==> src/rtl/ccff_chain_loader_if.sv <==
// Bitstream word handshake between the host and the ccff chain loader.
// The host drives the word and valid, and the loader answers with ready.
interface ccff_chain_loader_if #(
   parameter int WORD_W = 8
);
   logic [WORD_W-1:0] cfg_data;
   logic              cfg_valid;
   logic              cfg_ready;

   modport master (
      output cfg_data,
      output cfg_valid,
      input  cfg_ready
   );

   modport slave (
      input  cfg_data,
      input  cfg_valid,
      output cfg_ready
   );
endinterface

==> src/rtl/ccff_chain_loader.sv <==
// Serial loader for a configuration flip-flop (ccff) chain.
// Bitstream words arrive over a valid/ready handshake. Each word is shifted
// into the chain head LSB-first, with one chain shift per enabled prog_clk
// edge. The final word is trimmed so the chain receives exactly CHAIN_LEN bits.
// Optional feature macro: CCFF_READBACK_EN. When it is defined, a second pass
// (VERIFY) is added. In that pass the host resends the same stream, and every
// bit coming out of ccff_tail is compared with the bit going in at ccff_head.
module ccff_chain_loader #(
   parameter int CHAIN_LEN = 80,
   parameter int WORD_W    = 8
) (
   input  logic                prog_clk,
   input  logic                pReset,
   input  logic                start,
   ccff_chain_loader_if.slave  cfg,
   output logic                ccff_head,
   output logic                ccff_shift_en,
   input  logic                ccff_tail,
   output logic                busy,
   output logic                done,
   output logic                err,
   output logic [15:0]         mismatch_cnt
);
   localparam int              CW          = $clog2(WORD_W + 1);
   localparam logic [15:0]     CHAIN_LEN_V = 16'(CHAIN_LEN);
   localparam logic [15:0]     WORD_W_V    = 16'(WORD_W);
   localparam logic [CW-1:0]   WORD_W_C    = CW'(WORD_W);

   typedef enum logic [1:0] {
      IDLE   = 2'd0,
      LOAD   = 2'd1,
`ifdef CCFF_READBACK_EN
      VERIFY = 2'd2,
`endif
      DONE   = 2'd3
   } state_t;

   state_t            state;
   state_t            state_next;
   logic [WORD_W-1:0] sreg;
   logic [CW-1:0]     cnt;
   logic [15:0]       bits_left;
   logic              start_load;
   logic              handshake;
   logic              last_shift;

   // A new load may begin only while idle or finished.
   assign start_load = start && ((state == IDLE) || (state == DONE));
   assign handshake  = cfg.cfg_valid && cfg.cfg_ready;
   assign last_shift = ccff_shift_en && (bits_left == 16'd1);
   assign ccff_head  = sreg[0];

   // State register.
   always_ff @(posedge prog_clk) begin
      if (pReset) begin
         state <= IDLE;
      end else begin
         state <= state_next;
      end
   end

   // Next-state logic. The pass ends on the edge that performs the final shift.
   always_comb begin
      state_next = state;
      case (state)
         IDLE, DONE: begin
            if (start) state_next = LOAD;
         end
         LOAD: begin
`ifdef CCFF_READBACK_EN
            if (last_shift) state_next = VERIFY;
`else
            if (last_shift) state_next = DONE;
`endif
         end
`ifdef CCFF_READBACK_EN
         VERIFY: begin
            if (last_shift) state_next = DONE;
         end
`endif
         default: state_next = IDLE;
      endcase
   end

   // Output decode. Ready and shift enable come only from registered state.
   always_comb begin
      busy = 1'b0;
      done = 1'b0;
      case (state)
         LOAD:    busy = 1'b1;
`ifdef CCFF_READBACK_EN
         VERIFY:  busy = 1'b1;
`endif
         DONE:    done = 1'b1;
         default: ;
      endcase
      ccff_shift_en = busy && (cnt != '0);
      cfg.cfg_ready = busy && (cnt == '0) && (bits_left != '0);
   end

   // Shift register and bit counters.
   // Shift and word load never coincide, because ready requires cnt == 0.
   always_ff @(posedge prog_clk) begin
      if (pReset) begin
         sreg      <= '0;
         cnt       <= '0;
         bits_left <= '0;
      end else if (start_load) begin
         cnt       <= '0;
         bits_left <= CHAIN_LEN_V;
      end else if (ccff_shift_en) begin
         sreg <= sreg >> 1;
         cnt  <= cnt - CW'(1);
`ifdef CCFF_READBACK_EN
         if (last_shift && (state == LOAD)) begin
            bits_left <= CHAIN_LEN_V;
         end else begin
            bits_left <= bits_left - 16'd1;
         end
`else
         bits_left <= bits_left - 16'd1;
`endif
      end else if (handshake) begin
         sreg <= cfg.cfg_data;
         // Only the low bits_left bits of a short final word reach the chain.
         cnt  <= (bits_left >= WORD_W_V) ? WORD_W_C : CW'(bits_left);
      end
   end

`ifdef CCFF_READBACK_EN
   // Readback check: compare the tail bit with the resent head bit on each shift.
   always_ff @(posedge prog_clk) begin
      if (pReset || start_load) begin
         err          <= 1'b0;
         mismatch_cnt <= '0;
      end else if ((state == VERIFY) && ccff_shift_en && (ccff_tail != ccff_head)) begin
         err <= 1'b1;
         if (mismatch_cnt != '1) begin
            mismatch_cnt <= mismatch_cnt + 16'd1;
         end
      end
   end
`else
   logic unused_tail;

   assign unused_tail  = ccff_tail;
   assign err          = 1'b0;
   assign mismatch_cnt = '0;
`endif
endmodule

==> src/flat_wrapper.sv <==
// flat-port wrapper written by rule: the top's interface ports become plain ports
module ccff_chain_loader_flat 
#(
   parameter int CHAIN_LEN = 80,
   parameter int WORD_W    = 8
)
  (prog_clk, pReset, start, ccff_head, ccff_shift_en, ccff_tail, busy, done, err, mismatch_cnt, cfg_cfg_data, cfg_cfg_valid, cfg_cfg_ready);
  ccff_chain_loader_if #(.WORD_W(WORD_W)) cfg_i ();
  input  logic prog_clk;
  input  logic pReset;
  input  logic start;
  output logic ccff_head;
  output logic ccff_shift_en;
  input  logic ccff_tail;
  output logic busy;
  output logic done;
  output logic err;
  output logic [15:0] mismatch_cnt;
  input wire logic [$bits(cfg_i.cfg_data)-1:0] cfg_cfg_data;
  input wire logic [$bits(cfg_i.cfg_valid)-1:0] cfg_cfg_valid;
  output wire logic [$bits(cfg_i.cfg_ready)-1:0] cfg_cfg_ready;
  assign cfg_i.cfg_data = cfg_cfg_data;
  assign cfg_i.cfg_valid = cfg_cfg_valid;
  assign cfg_cfg_ready = cfg_i.cfg_ready;
  ccff_chain_loader #(.CHAIN_LEN(CHAIN_LEN), .WORD_W(WORD_W)) u_core (.prog_clk(prog_clk), .pReset(pReset), .start(start), .cfg(cfg_i), .ccff_head(ccff_head), .ccff_shift_en(ccff_shift_en), .ccff_tail(ccff_tail), .busy(busy), .done(done), .err(err), .mismatch_cnt(mismatch_cnt));
endmodule
==> config.mk <==
export PLATFORM = sky130hd
export DESIGN_NAME = ccff_chain_loader_flat
export DESIGN_NICKNAME = d
export VERILOG_FILES = /design/src/rtl/ccff_chain_loader_if.sv /design/src/rtl/ccff_chain_loader.sv /design/src/flat_wrapper.sv
export SDC_FILE = /design/constraint.sdc
export NUM_CORES = 1
export LEC_CHECK = 0
export CORE_UTILIZATION = 51
export DETAILED_ROUTE_END_ITERATION = 16
export PLACE_DENSITY_LB_ADDON = 0.12
export REMOVE_ABC_BUFFERS = 1
export SYNTH_ARGS = -nofsm -noshare
export SYNTH_HDL_FRONTEND = slang
export SYNTH_SLANG_ARGS = --single-unit
==> constraint.sdc <==
create_clock -name prog_clk -period 3 [get_ports prog_clk]
set_input_delay 0.3 -clock prog_clk [delete_from_list [all_inputs] [get_ports prog_clk]]
set_output_delay 0.3 -clock prog_clk [all_outputs]
set_load 0.05 [all_outputs]
==> results of run 1 <==
## sequential cells by signal, summed over array words and instances (netlist names)
name / flops
u_core.state: 2
u_core.sreg: 8
u_core.cnt: 4
u_core.bits_left: 16
## placed cells by master, fill, tap and decap left out, types with 2 or more instances in the layout
master and n:
ha_1 7, nor4_1 7, clkbuf_4 5, nor3_1 8, a31oi_1 7, dfxtp_1 30
xnor2_1 12, or4_4 2, clkdlybuf4s50_1 15, xor2_1 4, inv_1 6, clkbuf_8 3
a211oi_1 2, nand4_1 5, or4_1 3, o21a_1 7, conb_1 17, nand3_1 5
nor2_1 25, nand2_1 21, a21oi_1 5, nand2b_1 3, buf_4 4
## cells by family after synthesis
kind of cell	after synthesis
DFF	30
buffers and inverters	33
adders and majority gates	7
AOI/OAI and AO/OA	28
other	1
and+or+nand+nor	88
xor gates and xnor gates	16
## power by group
group          switching, W  internal, W
sequential        0.0000265     0.000430
clock              0.000144     0.000160
combinational      0.000223     0.000125
## per-stage QoR
stage	instance area, um^2	power (W)	util, %
2_1_floorplan	1582	0.0007248	-
3_3_place_gp	1827	0.0008021	58.87
3_5_place_dp	1827	0.0008111	58.87
4_1_cts	1906	0.001112	61.41
5_1_grt	1908	0.001170	61.49
6_report	1908	0.001108	61.49
## worst register-to-register path: stages, from the launching register on
cell and delay [ns]:
dfxtp_1 0.33, inv_1 0.11, ha_1 0.20, or3b_1 0.46, nand2_1 0.14, inv_2 0.16, or4_4 0.56, o32a_1 0.35
o21ai_2 0.10
## routing by layer
metal	GRT usage (%)	vias up	wire [um]
met5	0	-	0
met3	6.769	5	190
met4	7.641	0	40
li1	-	710	-
met1	26.92	662	1552
met2	39.00	49	1577
## worst max path at each step
stage               depth (start not counted)           startpoint  slack [ns]       endpoint
floorplan                                   8        u_core.cnt[0]        0.48  u_core.cnt[1]
global placement                            6        u_core.cnt[0]        0.59  ccff_shift_en
detailed placement                          6        u_core.cnt[0]        0.54  ccff_shift_en
CTS                                         6        u_core.cnt[0]        0.14  ccff_shift_en
global route                                6        u_core.cnt[0]        0.11  cfg_cfg_ready
finish                                      6  u_core.bits_left[0]        0.23  cfg_cfg_ready
## area by class of cell
cell class	instances	area [um^2]	area share, %
Multi-Input combinational cell	156	954.7	50.03
Tap cell	44	55.05	2.885
Sequential cell	30	600.6	31.48
Timing Repair Buffer	20	192.7	10.10
Inverter	7	26.28	1.377
Clock buffer	8	78.83	4.131
==> impl_metrics.env, run 1 <==
export IMPL_synth_flop_cell="dfxtp_1"
export IMPL_ys_top_cells_by_area="dfxtp_1 36%, buf_4 7.5%, xnor2_1 6.2%"
export IMPL_drtPass1Iterations=6
export IMPL_min_to="u_core.sreg[6]"
export IMPL_n_fill_cell=295
export IMPL_final_max_slew_viol_count=0
export IMPL_ioPinCount=35
export IMPL_die_h_um=59.59
export IMPL_synth_fa_ha_area_share_pct=5.178
export IMPL_synth_xor_area_share_pct=8.284
export IMPL_synth_common_cells="30 x dfxtp_1, 25 x nor2_1, 21 x nand2_1"
export IMPL_post_cts_resized=0
export IMPL_drt_wl_total_um=3360
export IMPL_hold_slack_ns=0.4705
export IMPL_final_cell_count_no_fill=265
export IMPL_grt_pass1_vias=1377
export IMPL_ir_drop_v=0.0003509
export IMPL_insertedDiodeCount=0
export IMPL_worstPathMaxFanout=5
export IMPL_cp_end_kind="output port"
export IMPL_setup_tns_final_ns=0
export IMPL_critical_path_top_delay_family="buffers and inverters"
export IMPL_core_area_um2=3103
export IMPL_drc=0
export IMPL_dp_hpwl_um=2381
export IMPL_hold_class="reg -> reg"
export IMPL_r2r_slack_ns=0.53
export IMPL_viasPerCell=5.381
export IMPL_reg2reg_from="u_core.cnt[0]"
export IMPL_cts_tree="done"
export IMPL_avgSynthCellArea_um2=8.333
export IMPL_relSlewSlack_pct=61.30
export IMPL_root_buffer="clkbuf_4"
export IMPL_leakage_nw=0.7493
export IMPL_h_tree_depth=2
export IMPL_final_antenna_net_count=0
export IMPL_fin_crit_sh_pct=92.38
export IMPL_worstHoldPathCells=1
export IMPL_globalRouteOverflowTotal=0
export IMPL_fp_dieW_um=59.59
export IMPL_antenna_found_initial=0
export IMPL_power_density_nw_per_um2=580.6
export IMPL_worst_path_largest_cell_delay_ns=0.71
export IMPL_reg2reg_to="u_core.cnt[1]"
export IMPL_synth_edf_count=0
export IMPL_clock_latency_ns=0.34
export IMPL_synth_most_common_cell="dfxtp_1"
export IMPL_dp_slack_ns=0.5390
export IMPL_grt_pass1_wl_um=5927
export IMPL_dp_cells=257
export IMPL_hold_start="u_core.sreg[6]"
export IMPL_cp_required_ns=2.70
export IMPL_nets=240
export IMPL_tightest_slew_ns=0.5771
export IMPL_syn_to_final_growth_pct=12.80
export IMPL_synth_compound_area_share_pct=11.91
export IMPL_synthArstFlopShare_pct=0
export IMPL_cp_slowest_cell="clkdlybuf4s50_1"
export IMPL_cts_sinks=30
export IMPL_worst_slack_ns=0.2285
export IMPL_rows=20
export IMPL_rsz0062_at_grt="no"
export IMPL_syn_cell_area_um2=1692
export IMPL_muxShareOfSynthArea_pct=0
export IMPL_synth_top_family_by_area="simple AND/OR/NAND/NOR gates"
export IMPL_fin_skew_ns=0.01887
export IMPL_io_buffer_count=16
export IMPL_seq_area_frac_synth_pct=35.50
export IMPL_drt_iter0_markers=74
export IMPL_max_cap_violations=0
export IMPL_worstRegToRegCells=8
export IMPL_arrival_ns=2.47
export IMPL_fmax_ghz=0.3608
export IMPL_synth_warnings=0
export IMPL_yosys_area_share_simple_pct=27.29
export IMPL_status="completed"
export IMPL_yosys_register_bits=30
export IMPL_path_cells="inv_1, ha_1, or3b_2, nor4_4, nor2_1, clkdlybuf4s50_1"
export IMPL_start_kind="flip-flop"
export IMPL_vias=1426
export IMPL_ctsHoldBuffers=0
export IMPL_grtUsageTotal_pct=22.71
export IMPL_synth_cell_type_count=40
export IMPL_start_util_pct=54.52
export IMPL_synth_cells=203
export IMPL_cts_buffer_depth=2
export IMPL_grt_max_degree=22
export IMPL_critPathKind="reg -> out"
export IMPL_synth_area_leader_cell="dfxtp_1"
export IMPL_wl_per_cell_um=12.68
export IMPL_drive_above_1_share_pct=9.050
export IMPL_crit_buf_inv=2
export IMPL_synth_top_area_share_pct=35.50
export IMPL_setup_violations_final=0
export IMPL_post_cts_setup_buffer_count=0
export IMPL_cts_buffers=5
export IMPL_min_period_ns=2.772
export IMPL_finalHoldViolCount=0
export IMPL_clkSlewWorstSetupHoldPaths_ns=0.10
export IMPL_place_congestion=0.8206
export IMPL_dieArea_um2=3551
Power figures use the tool's default switching activity.
==> run 2, diff against run 1 <==
--- a/config.mk
+++ b/config.mk
@@ -5,7 +5,7 @@
 export SDC_FILE = /design/constraint.sdc
 export NUM_CORES = 1
 export LEC_CHECK = 0
-export CORE_UTILIZATION = 51
+export CORE_UTILIZATION = 54
 export DETAILED_ROUTE_END_ITERATION = 16
 export PLACE_DENSITY_LB_ADDON = 0.12
 export REMOVE_ABC_BUFFERS = 1
==> constraint.sdc (replaced) <==
create_clock -name prog_clk -period 3.5 [get_ports prog_clk]
set_input_delay 0.35 -clock prog_clk [delete_from_list [all_inputs] [get_ports prog_clk]]
set_output_delay 0.35 -clock prog_clk [all_outputs]
set_load 0.05 [all_outputs]
==> impl_metrics.env, run 2 (same netlist as run 1, synthesis figures left out) <==
export IMPL_status="finished with violations"
export IMPL_violations="design-rule violations"
export IMPL_dp_cells=241
export IMPL_insertedDiodeCount=0
export IMPL_comb_power_share_pct=32.6
export IMPL_grt_max_degree=22
export IMPL_final_max_slew_viol_count=0
export IMPL_min_period_ns=3.044
export IMPL_antenna_found_initial=0
export IMPL_start_kind="flip-flop"
export IMPL_place_congestion=0.7732
export IMPL_finalHoldViolCount=0
export IMPL_cts_buffer_depth=2
export IMPL_seqPwrFrac_pct=43.6
export IMPL_syn_to_final_growth_pct=9.245
export IMPL_power_internal_w=0.0005695
export IMPL_relSlewSlack_pct=52.74
export IMPL_hold_start="u_core.sreg[6]"
export IMPL_worstHoldPathCells=1
export IMPL_r2r_slack_ns=0.78
export IMPL_path_cells="inv_1, ha_1, or3b_1, nand2_1, inv_2, clkdlybuf4s50_1"
export IMPL_drive_above_1_share_pct=7.339
export IMPL_ir_drop_v=0.0002618
export IMPL_dp_hpwl_um=2437
export IMPL_mostFrequentLayoutCells="30 x dfxtp_1, 25 x nor2_1, 21 x nand2_1"
export IMPL_power_switching_w=0.0003283
export IMPL_ctsHoldBuffers=0
export IMPL_start_util_pct=59.30
export IMPL_grt_pass1_vias=1305
export IMPL_worstPathMaxFanout=21
export IMPL_cts_buffers=5
export IMPL_reg2reg_to="u_core.cnt[1]"
export IMPL_ioPinCount=35
export IMPL_cp_end_kind="output port"
export IMPL_clkSlewWorstSetupHoldPaths_ns=0.09
export IMPL_post_cts_setup_buffer_count=0
export IMPL_cp_depth=6
export IMPL_top_layer_used="met4"
export IMPL_largest_register="u_core.bits_left"
export IMPL_largest_reg_flops=16
export IMPL_rsz0062_at_grt="no"
export IMPL_cts_tree="done"
export IMPL_cp_required_ns=3.15
export IMPL_setup_violations_final=0
export IMPL_core_area_um2=2853
export IMPL_reg2reg_from="u_core.cnt[0]"
export IMPL_grt_pass1_wl_um=5575
export IMPL_post_cts_resized=0
export IMPL_swShare_pct=36.57
export IMPL_wl_met3_um=185
export IMPL_die_h_um=57.97
export IMPL_critPathKind="reg -> out"
export IMPL_arrival_ns=2.69
export IMPL_clockPowerShare_pct=23.8
export IMPL_worst_slack_ns=0.4559
export IMPL_m1WireLength_um=1470
export IMPL_biggestRegsByFlops="u_core.bits_left: 16 flops, u_core.sreg: 8 flops, u_core.cnt: 4 flops"
export IMPL_worst_path_largest_cell_delay_ns=0.76
export IMPL_cts_sinks=30
export IMPL_final_antenna_net_count=0
export IMPL_critical_path_top_delay_family="buffers and inverters"
export IMPL_rows=19
export IMPL_max_cap_violations=0
export IMPL_clock_latency_ns=0.32
export IMPL_hold_class="reg -> reg"
export IMPL_globalRouteOverflowTotal=0
export IMPL_viasPerCell=5.663
export IMPL_wl_met2_um=1616
export IMPL_leakage_nw=0.7085
export IMPL_drtPass1Iterations=14
export IMPL_io_buffer_count=16
export IMPL_dieArea_um2=3361
export IMPL_grtUsageTotal_pct=21.78
export IMPL_dp_slack_ns=0.8027
export IMPL_fmax_ghz=0.3285
export IMPL_setup_tns_final_ns=0
export IMPL_h_tree_depth=2
export IMPL_vias=1410
export IMPL_drt_wl_total_um=3288
export IMPL_final_cell_count_no_fill=249
export IMPL_fp_dieW_um=57.97
export IMPL_tightest_slew_ns=0.7090
export IMPL_fin_skew_ns=0.01008
export IMPL_worstRegToRegCells=8
export IMPL_nets=237
export IMPL_power_density_nw_per_um2=485.8
export IMPL_root_buffer="clkbuf_4"
export IMPL_final_common_cell="dfxtp_1"
export IMPL_drt_iter0_markers=44
export IMPL_wl_per_cell_um=13.20
export IMPL_fin_crit_sh_pct=86.97
export IMPL_min_to="u_core.sreg[6]"
export IMPL_cp_slowest_cell="clkdlybuf4s50_1"
export IMPL_drc=3
export IMPL_crit_buf_inv=3
## run 2: worst register-to-register path, cell delays in order (launching register included)
cell and delay (ns):
dfxtp_1 0.32, inv_1 0.09, ha_1 0.20, or3b_1 0.41, nand2_1 0.33, inv_2 0.26, or4_4 0.58, o32a_1 0.35
o21ai_2 0.11
## run 2: per-stage QoR
step                area, um^2  utilization, %  power (W)  hold slack, ns
CTS                       1848           64.78  0.0009054          0.4796
global placement          1788           62.68  0.0006813          0.4469
floorplan                 1582               -  0.0006213          0.4191
finish                    1848           64.78  0.0008978          0.4743
detailed placement        1788           62.68  0.0006903          0.4556
global route              1848           64.78  0.0009552          0.4988
## run 2: metal layers
layer  GRT usage (%)  vias to the layer above
li1                -                      698
met1           26.82                      662
met2           36.29                       48
met3           8.036                        2
met4           5.102                        0
met5               0                        -
## run 2: power groups by stage
stage | Clock [W] | Sequential [W] | Combinational, W
after floorplan | 0 | 0.000400 | 0.000222
after global placement | 0 | 0.000397 | 0.000284
after detailed placement | 0 | 0.000399 | 0.000292
after CTS | 0.000222 | 0.000391 | 0.000292
after global routing | 0.000242 | 0.000395 | 0.000318
final | 0.000214 | 0.000391 | 0.000292
## run 2: layout make-up
cell class | count | area [um^2]
clock inverter | 1 | 5.005
timing repair buffer | 17 | 167.7
inverter | 7 | 26.28
sequential | 30 | 600.6
clock buffer | 7 | 55.05
tap | 31 | 38.79
fill | 262 | 1005
multi-input combinational | 156 | 954.7
## run 2: worst max path at each step
stage	endpoint	startpoint
after floorplan	u_core.cnt[1]	u_core.cnt[0]
after global placement	ccff_shift_en	u_core.cnt[0]
after detailed placement	u_core.cnt[1]	u_core.cnt[0]
after CTS	ccff_shift_en	u_core.cnt[0]
after global routing	ccff_shift_en	u_core.cnt[0]
final	ccff_shift_en	u_core.cnt[0]
